[src/rtl/iod_delay_tap_ctrl.sv]
`default_nettype none
// ==== iod_delay_tap_ctrl : steps one IOD dynamic delay line to a target tap, one MOVE at a time ====
// ==== Revision 1.0                                                                               ====
module iod_delay_tap_ctrl #(
  parameter int TAP_W         = 8,
  parameter int INIT_TAP      = 1,
  parameter int MAX_TAP       = 255,
  parameter int SETTLE_CYCLES = 4
) (
  input  logic             FAB_CLK,
  input  logic             ARST_N,
  input  logic             LOAD_REQ,
  input  logic             REQ_VALID,
  input  logic [TAP_W-1:0] REQ_TARGET,
  output logic             REQ_READY,
  output logic             DONE,
  output logic             DONE_ERR,
  output logic [TAP_W-1:0] CUR_TAP,
  output logic             OOR_STICKY,
  output logic             DELAY_LINE_LOAD_0,
  output logic             DELAY_LINE_MOVE_0,
  output logic             DELAY_LINE_DIRECTION_0,
  input  logic             DELAY_LINE_OUT_OF_RANGE_0
);

  localparam int               CNT_W    = $clog2(SETTLE_CYCLES + 1);
  localparam logic [TAP_W-1:0] C_INIT   = TAP_W'(INIT_TAP);
  localparam logic [TAP_W-1:0] C_MAX    = TAP_W'(MAX_TAP);
  localparam logic [CNT_W-1:0] C_SETTLE = CNT_W'(SETTLE_CYCLES);
  localparam logic [CNT_W-1:0] C_ONE    = CNT_W'(1);

  typedef enum logic [2:0] {
    S_IDLE   = 3'd0,
    S_LOAD   = 3'd1,
    S_MOVE   = 3'd2,
    S_SETTLE = 3'd3,
    S_DONE   = 3'd4
  } state_t;

  state_t           state_q, state_d;
  logic [TAP_W-1:0] cur_q, cur_d;
  logic [TAP_W-1:0] tgt_q, tgt_d;
  logic [CNT_W-1:0] cnt_q, cnt_d;
  logic             err_q, err_d;
  logic             dir_q, dir_d;
  logic             was_load_q, was_load_d;
  logic             oor_hit_q, oor_hit_d;
  logic             sticky_q, sticky_d;
  logic             ready_q, done_q, done_err_q, load_q, move_q;
  logic [TAP_W-1:0] req_tgt;
  logic             req_clamped;

  always_comb begin
    req_clamped = (REQ_TARGET > C_MAX);
    req_tgt     = req_clamped ? C_MAX : REQ_TARGET;
  end

  always_comb begin
    state_d    = state_q;
    cur_d      = cur_q;
    tgt_d      = tgt_q;
    cnt_d      = cnt_q;
    err_d      = err_q;
    dir_d      = dir_q;
    was_load_d = was_load_q;
    oor_hit_d  = oor_hit_q;
    sticky_d   = sticky_q;
    case (state_q)
      S_IDLE: begin
        if (LOAD_REQ) begin
          state_d = S_LOAD;
        end else if (REQ_VALID) begin
          tgt_d = req_tgt;
          err_d = req_clamped;
          if (req_tgt == cur_q) begin
            state_d = S_DONE;
          end else begin
            state_d = S_MOVE;
            dir_d   = (req_tgt > cur_q);
          end
        end
      end
      S_LOAD: begin
        cur_d      = C_INIT;
        sticky_d   = 1'b0;
        was_load_d = 1'b1;
        oor_hit_d  = 1'b0;
        cnt_d      = C_SETTLE;
        state_d    = S_SETTLE;
      end
      S_MOVE: begin
        cur_d      = dir_q ? cur_q + 1'b1 : cur_q - 1'b1;
        was_load_d = 1'b0;
        oor_hit_d  = 1'b0;
        cnt_d      = C_SETTLE;
        state_d    = S_SETTLE;
      end
      S_SETTLE: begin
        cnt_d = cnt_q - 1'b1;
        if (DELAY_LINE_OUT_OF_RANGE_0) begin
          sticky_d  = 1'b1;
          err_d     = 1'b1;
          oor_hit_d = 1'b1;
          // The IOD refused the step: roll the optimistic count back, once per settle window.
          if (!oor_hit_q && !was_load_q) begin
            cur_d = dir_q ? cur_q - 1'b1 : cur_q + 1'b1;
          end
        end
        if (cnt_q == C_ONE) begin
          if (oor_hit_d || was_load_q || (cur_d == tgt_q)) begin
            state_d = S_DONE;
          end else begin
            state_d = S_MOVE;
            dir_d   = (tgt_q > cur_q);
          end
        end
      end
      S_DONE: begin
        err_d   = 1'b0;
        state_d = S_IDLE;
      end
      default: state_d = S_IDLE;
    endcase
  end

  always_ff @(posedge FAB_CLK) begin
    if (!ARST_N) begin
      state_q    <= S_IDLE;
      cur_q      <= C_INIT;
      tgt_q      <= C_INIT;
      cnt_q      <= '0;
      err_q      <= 1'b0;
      dir_q      <= 1'b0;
      was_load_q <= 1'b0;
      oor_hit_q  <= 1'b0;
      sticky_q   <= 1'b0;
      ready_q    <= 1'b1;
      done_q     <= 1'b0;
      done_err_q <= 1'b0;
      load_q     <= 1'b0;
      move_q     <= 1'b0;
    end else begin
      state_q    <= state_d;
      cur_q      <= cur_d;
      tgt_q      <= tgt_d;
      cnt_q      <= cnt_d;
      err_q      <= err_d;
      dir_q      <= dir_d;
      was_load_q <= was_load_d;
      oor_hit_q  <= oor_hit_d;
      sticky_q   <= sticky_d;
      ready_q    <= (state_d == S_IDLE);
      done_q     <= (state_d == S_DONE);
      done_err_q <= (state_d == S_DONE) && err_d;
      load_q     <= (state_d == S_LOAD);
      move_q     <= (state_d == S_MOVE);
    end
  end

  assign REQ_READY              = ready_q;
  assign DONE                   = done_q;
  assign DONE_ERR               = done_err_q;
  assign CUR_TAP                = cur_q;
  assign OOR_STICKY             = sticky_q;
  assign DELAY_LINE_LOAD_0      = load_q;
  assign DELAY_LINE_MOVE_0      = move_q;
  assign DELAY_LINE_DIRECTION_0 = dir_q;

endmodule
`default_nettype wire

[config.mk]
export PLATFORM = sky130hd
export DESIGN_NAME = iod_delay_tap_ctrl
export DESIGN_NICKNAME = d
export VERILOG_FILES = /design/src/rtl/iod_delay_tap_ctrl.sv
export SDC_FILE = /design/constraint.sdc
export NUM_CORES = 1
export LEC_CHECK = 0
export ABC_CLOCK_PERIOD_IN_PS = 5300
export CORE_MARGIN = 5
export CORE_UTILIZATION = 40
export CTS_CLUSTER_SIZE = 12
export DETAILED_ROUTE_END_ITERATION = 10
export HOLD_SLACK_MARGIN = 0.06
export PLACE_DENSITY_LB_ADDON = 0.12
export REMOVE_ABC_BUFFERS = 1
export SLEW_MARGIN = 25
export SYNTH_ARGS = -nofsm -noshare
export SYNTH_HDL_FRONTEND = slang
export SYNTH_SLANG_ARGS = --single-unit
[constraint.sdc]
create_clock -name FAB_CLK -period 5.3 [get_ports FAB_CLK]
set_clock_uncertainty 0.15 [all_clocks]
set_input_delay 0.53 -clock FAB_CLK [delete_from_list [all_inputs] [get_ports FAB_CLK]]
set_output_delay 0.53 -clock FAB_CLK [all_outputs]
set_load 0.02 [all_outputs]
==> impl_metrics.env, run 1 <==
export IMPL_status="finished, final reports clean"
export IMPL_crit_slowest_cell="dfxtp_1"
export IMPL_nets=359
export IMPL_cts_num_sinks=32
export IMPL_clockBufferDepth=2
export IMPL_startpoint_type="register"
export IMPL_crit_arrival_ns=2.89
export IMPL_worstHoldPathCells=2
export IMPL_clock_fmax_mhz=352.8
export IMPL_cp_depth=9
export IMPL_port_buffer_count=27
export IMPL_rows=28
export IMPL_synth_top_area_cell="dfxtp_1"
export IMPL_synth_flop_cell="dfxtp_1"
export IMPL_syn_inst=311
export IMPL_worst_r2r_path_depth=9
export IMPL_crit_path_end_kind="register"
export IMPL_drc=0
export IMPL_slew_viol_final=0
export IMPL_tightestPinTransition_ns=0.7952
export IMPL_synth_async_reset_ratio=0
export IMPL_final_min_clock_period_ns=2.835
export IMPL_area_delta_synth_final_pct=16.29
export IMPL_tns_ns=0
export IMPL_hp_class="register to register"
export IMPL_grt_overflow=0
export IMPL_ir_worst_vdd_v=0.0002164
export IMPL_die_h_um=87.90
export IMPL_p_leak_nw=1.031
export IMPL_stdcell_area_um2=2823
export IMPL_wl_per_cell_um=16.09
export IMPL_synth_yosys_seq_area_share=0.2639
export IMPL_synth_cell_types=55
export IMPL_power_frac_comb=0.274
export IMPL_timing_hold_ws_ns=0.3436
export IMPL_clkPwrFrac=0.329
export IMPL_cts_buffers=5
export IMPL_crit_required_ns=5.36
export IMPL_synth_common_cells="dfxtp_1 (32), o21ai_0 (32), a21oi_1 (28)"
export IMPL_syn_mean_instance_area_um2=7.805
export IMPL_drt_iter0_drc=160
export IMPL_grt_pass1_wl_um=10850
export IMPL_fp_dieW_um=87.90
export IMPL_drt_first_pass_iters=6
export IMPL_grt_max_degree=35
export IMPL_path_buf_inv=1
export IMPL_clk_latency_ns=0.29
export IMPL_final_period_utilization=0.5348
export IMPL_wirelength_um=6469
export IMPL_synth_seq_cells=32
export IMPL_io_pins=28
export IMPL_rsz0062_at_grt="no"
export IMPL_gr_usage_all_layers=0.1787
export IMPL_dpl_hpwl_um=4713
export IMPL_synth_edff_count=0
export IMPL_p_sw_frac=0.3287
export IMPL_relSlewSlack=0.4692
export IMPL_antenna_found_initial=0
export IMPL_routed_via_density=5.542
export IMPL_cpPeakStageDelay_ns=0.65
export IMPL_post_cts_setup_buffer_count=0
export IMPL_design_core_area_um2=5921
export IMPL_cap_violations=0
export IMPL_grt_pass1_vias=2156
export IMPL_path_class="register to register"
export IMPL_cts_htree_levels=2
export IMPL_die_area_um2=7726
export IMPL_cts_hold_buf=0
export IMPL_critPathTopFamily="simple AND/OR/NAND/NOR gates"
export IMPL_vias=2228
export IMPL_syn_area_um2=2427
export IMPL_cp_max_fo=15
export IMPL_synth_top_area_share=0.2639
export IMPL_hold_viol=0
export IMPL_n_fill_cell=601
export IMPL_drive_gt1_frac=0.06116
export IMPL_diodes=0
export IMPL_yosysWarnings=0
export IMPL_power_density_nw_per_um2=255.3
export IMPL_cts_root_buf="clkbuf_8"
export IMPL_initial_core_util=0.4100
export IMPL_cts_resized=0
export IMPL_pwr_share_seq=0.397
export IMPL_p_switching_mw=0.2369
export IMPL_crit_chain="inv_1 -> ha_1 -> nand4_1 -> nor2_1 -> a21oi_1 -> o21ai_0 -> a41oi_1 -> nor3_1 -> mux2i_1"
export IMPL_synth_area_leaders="dfxtp_1 (26%), ha_1 (10%), o21ai_0 (6.6%), a21oi_1 (5.8%), nor2_1 (4.2%)"
export IMPL_finalSetupViolCount=0
export IMPL_cts_tree="built"
export IMPL_ant_nets=0
export IMPL_path_clk_slew_ns=0.08
export IMPL_p_int_mw=0.4837
export IMPL_dpl_instance_area_um2=2715
export IMPL_gp_congestion=0.8687
[cells in the final DEF, fill, tap and decap left out, types with 2 or more instances in the layout]
master / count
xnor2_2: 3
o21a_1: 4
a2111oi_0: 3
nor3_1: 5
a21oi_1: 28
nand4_1: 6
clkbuf_8: 5
o21ai_0: 32
and3_1: 5
nand2_1: 19
o31ai_1: 5
nor4_1: 3
or3_1: 3
a211oi_1: 2
nand2b_1: 4
dfxtp_1: 32
a31oi_1: 4
o21ai_1: 3
xor2_1: 4
nand3_1: 6
o22ai_1: 3
and2_1: 5
ha_1: 20
xnor2_1: 8
mux2i_1: 9
nor2_1: 27
nand4b_1: 2
nor2b_1: 7
inv_1: 15
clkdlybuf4s50_1: 27
o32ai_1: 2
[area by class of cell]
type | count | area, um2 | share of cell area
Clock buffer | 6 | 72.57 | 0.02571
Clock inverter | 2 | 35.03 | 0.01241
Inverter | 16 | 60.06 | 0.02128
Multi-Input combinational cell | 243 | 1643 | 0.5820
Sequential cell | 32 | 640.6 | 0.2269
Tap cell | 75 | 93.84 | 0.03324
Timing Repair Buffer | 28 | 277.8 | 0.09840
[worst min-delay path, stage by stage, from the launching register on]
cell and delay, ns:
dfxtp_1 0.31, a21oi_1 0.04, nor2_1 0.10
[state kept, by name (all words and copies together) (netlist names)]
register	cells
DELAY_LINE_LOAD_0	1
state_q	3
DELAY_LINE_DIRECTION_0	1
CUR_TAP	8
tgt_q	8
err_q	1
was_load_q	1
REQ_READY	1
cnt_q	3
OOR_STICKY	1
DELAY_LINE_MOVE_0	1
DONE	1
oor_hit_q	1
DONE_ERR	1
[per-stage QoR]
| stage | instances | power (mW) | setup slack (ns) | util |
|---|---|---|---|---|
| 3_5_place_dp | 394 | 0.4877 | 2.342 | 0.4586 |
| 6_report | 402 | 0.7205 | 2.465 | 0.4768 |
| 3_3_place_gp | 394 | 0.4867 | 2.344 | 0.4586 |
| 2_1_floorplan | 291 | 0.4208 | 2.746 | - |
| 5_1_grt | 402 | 0.7665 | 2.167 | 0.4768 |
| 4_1_cts | 402 | 0.7292 | 2.476 | 0.4768 |
[cells by family after synthesis]
| logic type | count (synthesis) | share of synthesized area |
|---|---|---|
| adder cells (fa/ha/maj) | 20 | 0.1031 |
| flip-flops | 32 | 0.2639 |
| multiplexers | 9 | 0.03711 |
| AND/OR/NAND/NOR | 101 | 0.2294 |
| XOR/XNOR | 15 | 0.06340 |
| AO/OA/AOI/OAI | 98 | 0.2438 |
| buffers and inverters | 36 | 0.05927 |
[path summary, 6_finish.rpt]
check,startpoint,to,slack (ns)
setup / recovery,CUR_TAP[2],DELAY_LINE_DIRECTION_0,2.47
hold / removal,err_q,err_q,0.34
setup reg to reg,CUR_TAP[2],DELAY_LINE_DIRECTION_0,2.47
hold reg to reg,err_q,err_q,0.34
[metal layers]
layer | GRT usage | vias to the layer above | part of all wire
met2 | 0.2808 | 32 | 0.46
met4 | 0.04045 | 0 | 0.0068
li1 | - | 1157 | -
met5 | 0 | - | 0
met3 | 0.02916 | 5 | 0.027
met1 | 0.2561 | 1034 | 0.51
[power by group through the flow]
stage | Combinational (mW) | Sequential [mW] | Clock [mW]
4_1_cts | 0.198 | 0.286 | 0.245
3_5_place_dp | 0.197 | 0.291 | 0
3_3_place_gp | 0.196 | 0.291 | 0
5_1_grt | 0.221 | 0.290 | 0.256
2_1_floorplan | 0.126 | 0.295 | 0
6_report | 0.197 | 0.286 | 0.237
No activity file was read; power rests on OpenSTA's default activity.
==> run 2: changes to the inputs <==
--- a/config.mk
+++ b/config.mk
@@ -5,7 +5,7 @@
 export SDC_FILE = /design/constraint.sdc
 export NUM_CORES = 1
 export LEC_CHECK = 0
-export ABC_CLOCK_PERIOD_IN_PS = 5300
+export ABC_CLOCK_PERIOD_IN_PS = 2900
 export CORE_MARGIN = 5
 export CORE_UTILIZATION = 40
 export CTS_CLUSTER_SIZE = 12
==> constraint.sdc (replaced) <==
create_clock -name FAB_CLK -period 2.9 [get_ports FAB_CLK]
set_clock_uncertainty 0.15 [all_clocks]
set_input_delay 0.29 -clock FAB_CLK [delete_from_list [all_inputs] [get_ports FAB_CLK]]
set_output_delay 0.29 -clock FAB_CLK [all_outputs]
set_load 0.02 [all_outputs]
==> run 2 against run 1 <==
  * Hold slack lost 0.011 ns
  * Global-route usage grew 0.86 points
  * Sequential power grew 76%
==> impl_metrics.env, run 2 (synthesized netlist as in run 1, its figures left out) <==
export IMPL_status="finished, final reports clean"
export IMPL_tightestPinTransition_ns=0.6182
export IMPL_cts_buffers=5
export IMPL_pre_cts_slack_ns=0.2170
export IMPL_rows=28
export IMPL_cp_max_fo=13
export IMPL_dpl_cell_count=405
export IMPL_crit_arrival_ns=2.57
export IMPL_wirelength_um=6700
export IMPL_fp_dieW_um=87.90
export IMPL_cts_hold_buf=0
export IMPL_finalSetupViolCount=0
export IMPL_cts_htree_levels=2
export IMPL_rsz0062_at_grt="no"
export IMPL_clk_latency_ns=0.28
export IMPL_area_delta_synth_final_pct=19.07
export IMPL_ir_worst_vdd_v=0.0002276
export IMPL_clockBufferDepth=2
export IMPL_hp_class="register to register"
export IMPL_p_switching_mw=0.4428
export IMPL_hold_viol=0
export IMPL_nets=370
export IMPL_ant_nets=0
export IMPL_timing_hold_ws_ns=0.3321
export IMPL_power_frac_comb=0.315
export IMPL_cap_violations=0
export IMPL_initial_core_util=0.4100
export IMPL_grt_max_degree=25
export IMPL_clock_fmax_mhz=392.1
export IMPL_relSlewSlack=0.5853
export IMPL_crit_path_end_kind="register"
export IMPL_drc=0
export IMPL_crit_required_ns=2.92
export IMPL_p_int_mw=0.8311
export IMPL_cts_resized=0
export IMPL_gr_usage_all_layers=0.1873
export IMPL_drive_gt1_frac=0.09467
export IMPL_worst_slack_ns=0.3495
export IMPL_cts_tree="built"
export IMPL_design_core_area_um2=5921
export IMPL_vias=2325
export IMPL_layout_common_cells="dfxtp_1 (32), o21ai_0 (32), a21oi_1 (28)"
export IMPL_gp_congestion=0.9058
export IMPL_drt_iter0_drc=170
export IMPL_grt_pass1_vias=2235
export IMPL_die_h_um=87.90
export IMPL_post_cts_setup_buffer_count=0
export IMPL_power_density_nw_per_um2=440.8
export IMPL_die_area_um2=7726
export IMPL_drt_first_pass_iters=4
export IMPL_p_sw_frac=0.3476
export IMPL_antenna_found_initial=0
export IMPL_startpoint_type="register"
export IMPL_grt_overflow=0
export IMPL_cts_num_sinks=32
export IMPL_final_period_utilization=0.8795
export IMPL_io_pins=28
export IMPL_path_class="register to register"
export IMPL_grt_pass1_wl_um=11290
export IMPL_slew_viol_final=0
export IMPL_clkPwrFrac=0.290
export IMPL_wl_per_cell_um=16.22
export IMPL_diodes=0
export IMPL_final_min_clock_period_ns=2.550
export IMPL_routed_via_density=5.630
export IMPL_path_clk_slew_ns=0.07
export IMPL_p_leak_nw=1.083
export IMPL_pwr_share_seq=0.395
export IMPL_tns_ns=0
export IMPL_cts_root_buf="clkbuf_8"
export IMPL_instances_no_fill=413
export IMPL_port_buffer_count=27
export IMPL_dpl_hpwl_um=4992
run 2: cell count changes in the layout (fill, tap and decap cells not counted):
| cell | before | now |
|---|---|---|
| clkinv_2 | 1 | 2 |
| bufinv_16 | 1 | 0 |
| clkbuf_1 | 1 | 0 |
| clkbuf_8 | 5 | 6 |
| buf_4 | 1 | 12 |
run 2: critical path: stages, from the launching register on:
cell and delay, ns:
dfxtp_1 0.45, or3_1 0.39, nor4b_1 0.39, o21ai_1 0.23, xnor2_2 0.23, nand4_2 0.14
o31ai_2 0.34, o31ai_1 0.12
run 2: worst paths after layout:
kind              startpoint   endpoint  slack, ns  depth (start not counted)
setup / recovery  CUR_TAP[3]  REQ_READY       0.35                          7
hold / removal         err_q      err_q       0.33                          2
setup reg to reg  CUR_TAP[3]  REQ_READY       0.35                          7
hold reg to reg        err_q      err_q       0.33                          2
run 2: final cells by class:
type | count | area (um2)
Clock buffer | 6 | 82.58
Clock inverter | 2 | 10.01
Fill cell | 605 | 3030
Inverter | 16 | 60.06
Multi-Input combinational cell | 243 | 1643
Sequential cell | 32 | 640.6
Tap cell | 75 | 93.84
Timing Repair Buffer | 39 | 360.3
run 2: power groups by stage:
| stage | sequential (mW) | combinational (mW) | clock, mW |
|---|---|---|---|
| 3_5_place_dp | 0.513 | 0.398 | 0 |
| 5_1_grt | 0.510 | 0.447 | 0.402 |
| 2_1_floorplan | 0.539 | 0.230 | 0 |
| 3_3_place_gp | 0.513 | 0.398 | 0 |
| 4_1_cts | 0.503 | 0.401 | 0.378 |
| 6_report | 0.503 | 0.402 | 0.369 |
run 2: layer usage:
metal  GRT usage  wire [um]  vias to the layer above
met5           0          0                        -
met4     0.05718        112                        0
met3     0.03763        325                       12
met2      0.2842       2956                       60
met1      0.2663       3305                     1076
li1            -          -                     1177
run 2: stage by stage:
| step | instance area (um2) | total power, mW | util |
|---|---|---|---|
| final | 2890 | 1.274 | 0.4882 |
| after global routing | 2890 | 1.359 | 0.4882 |
| after CTS | 2890 | 1.282 | 0.4882 |
| after detailed placement | 2798 | 0.9114 | 0.4725 |
| after global placement | 2798 | 0.9113 | 0.4725 |
| after floorplan | 2344 | 0.7691 | - |
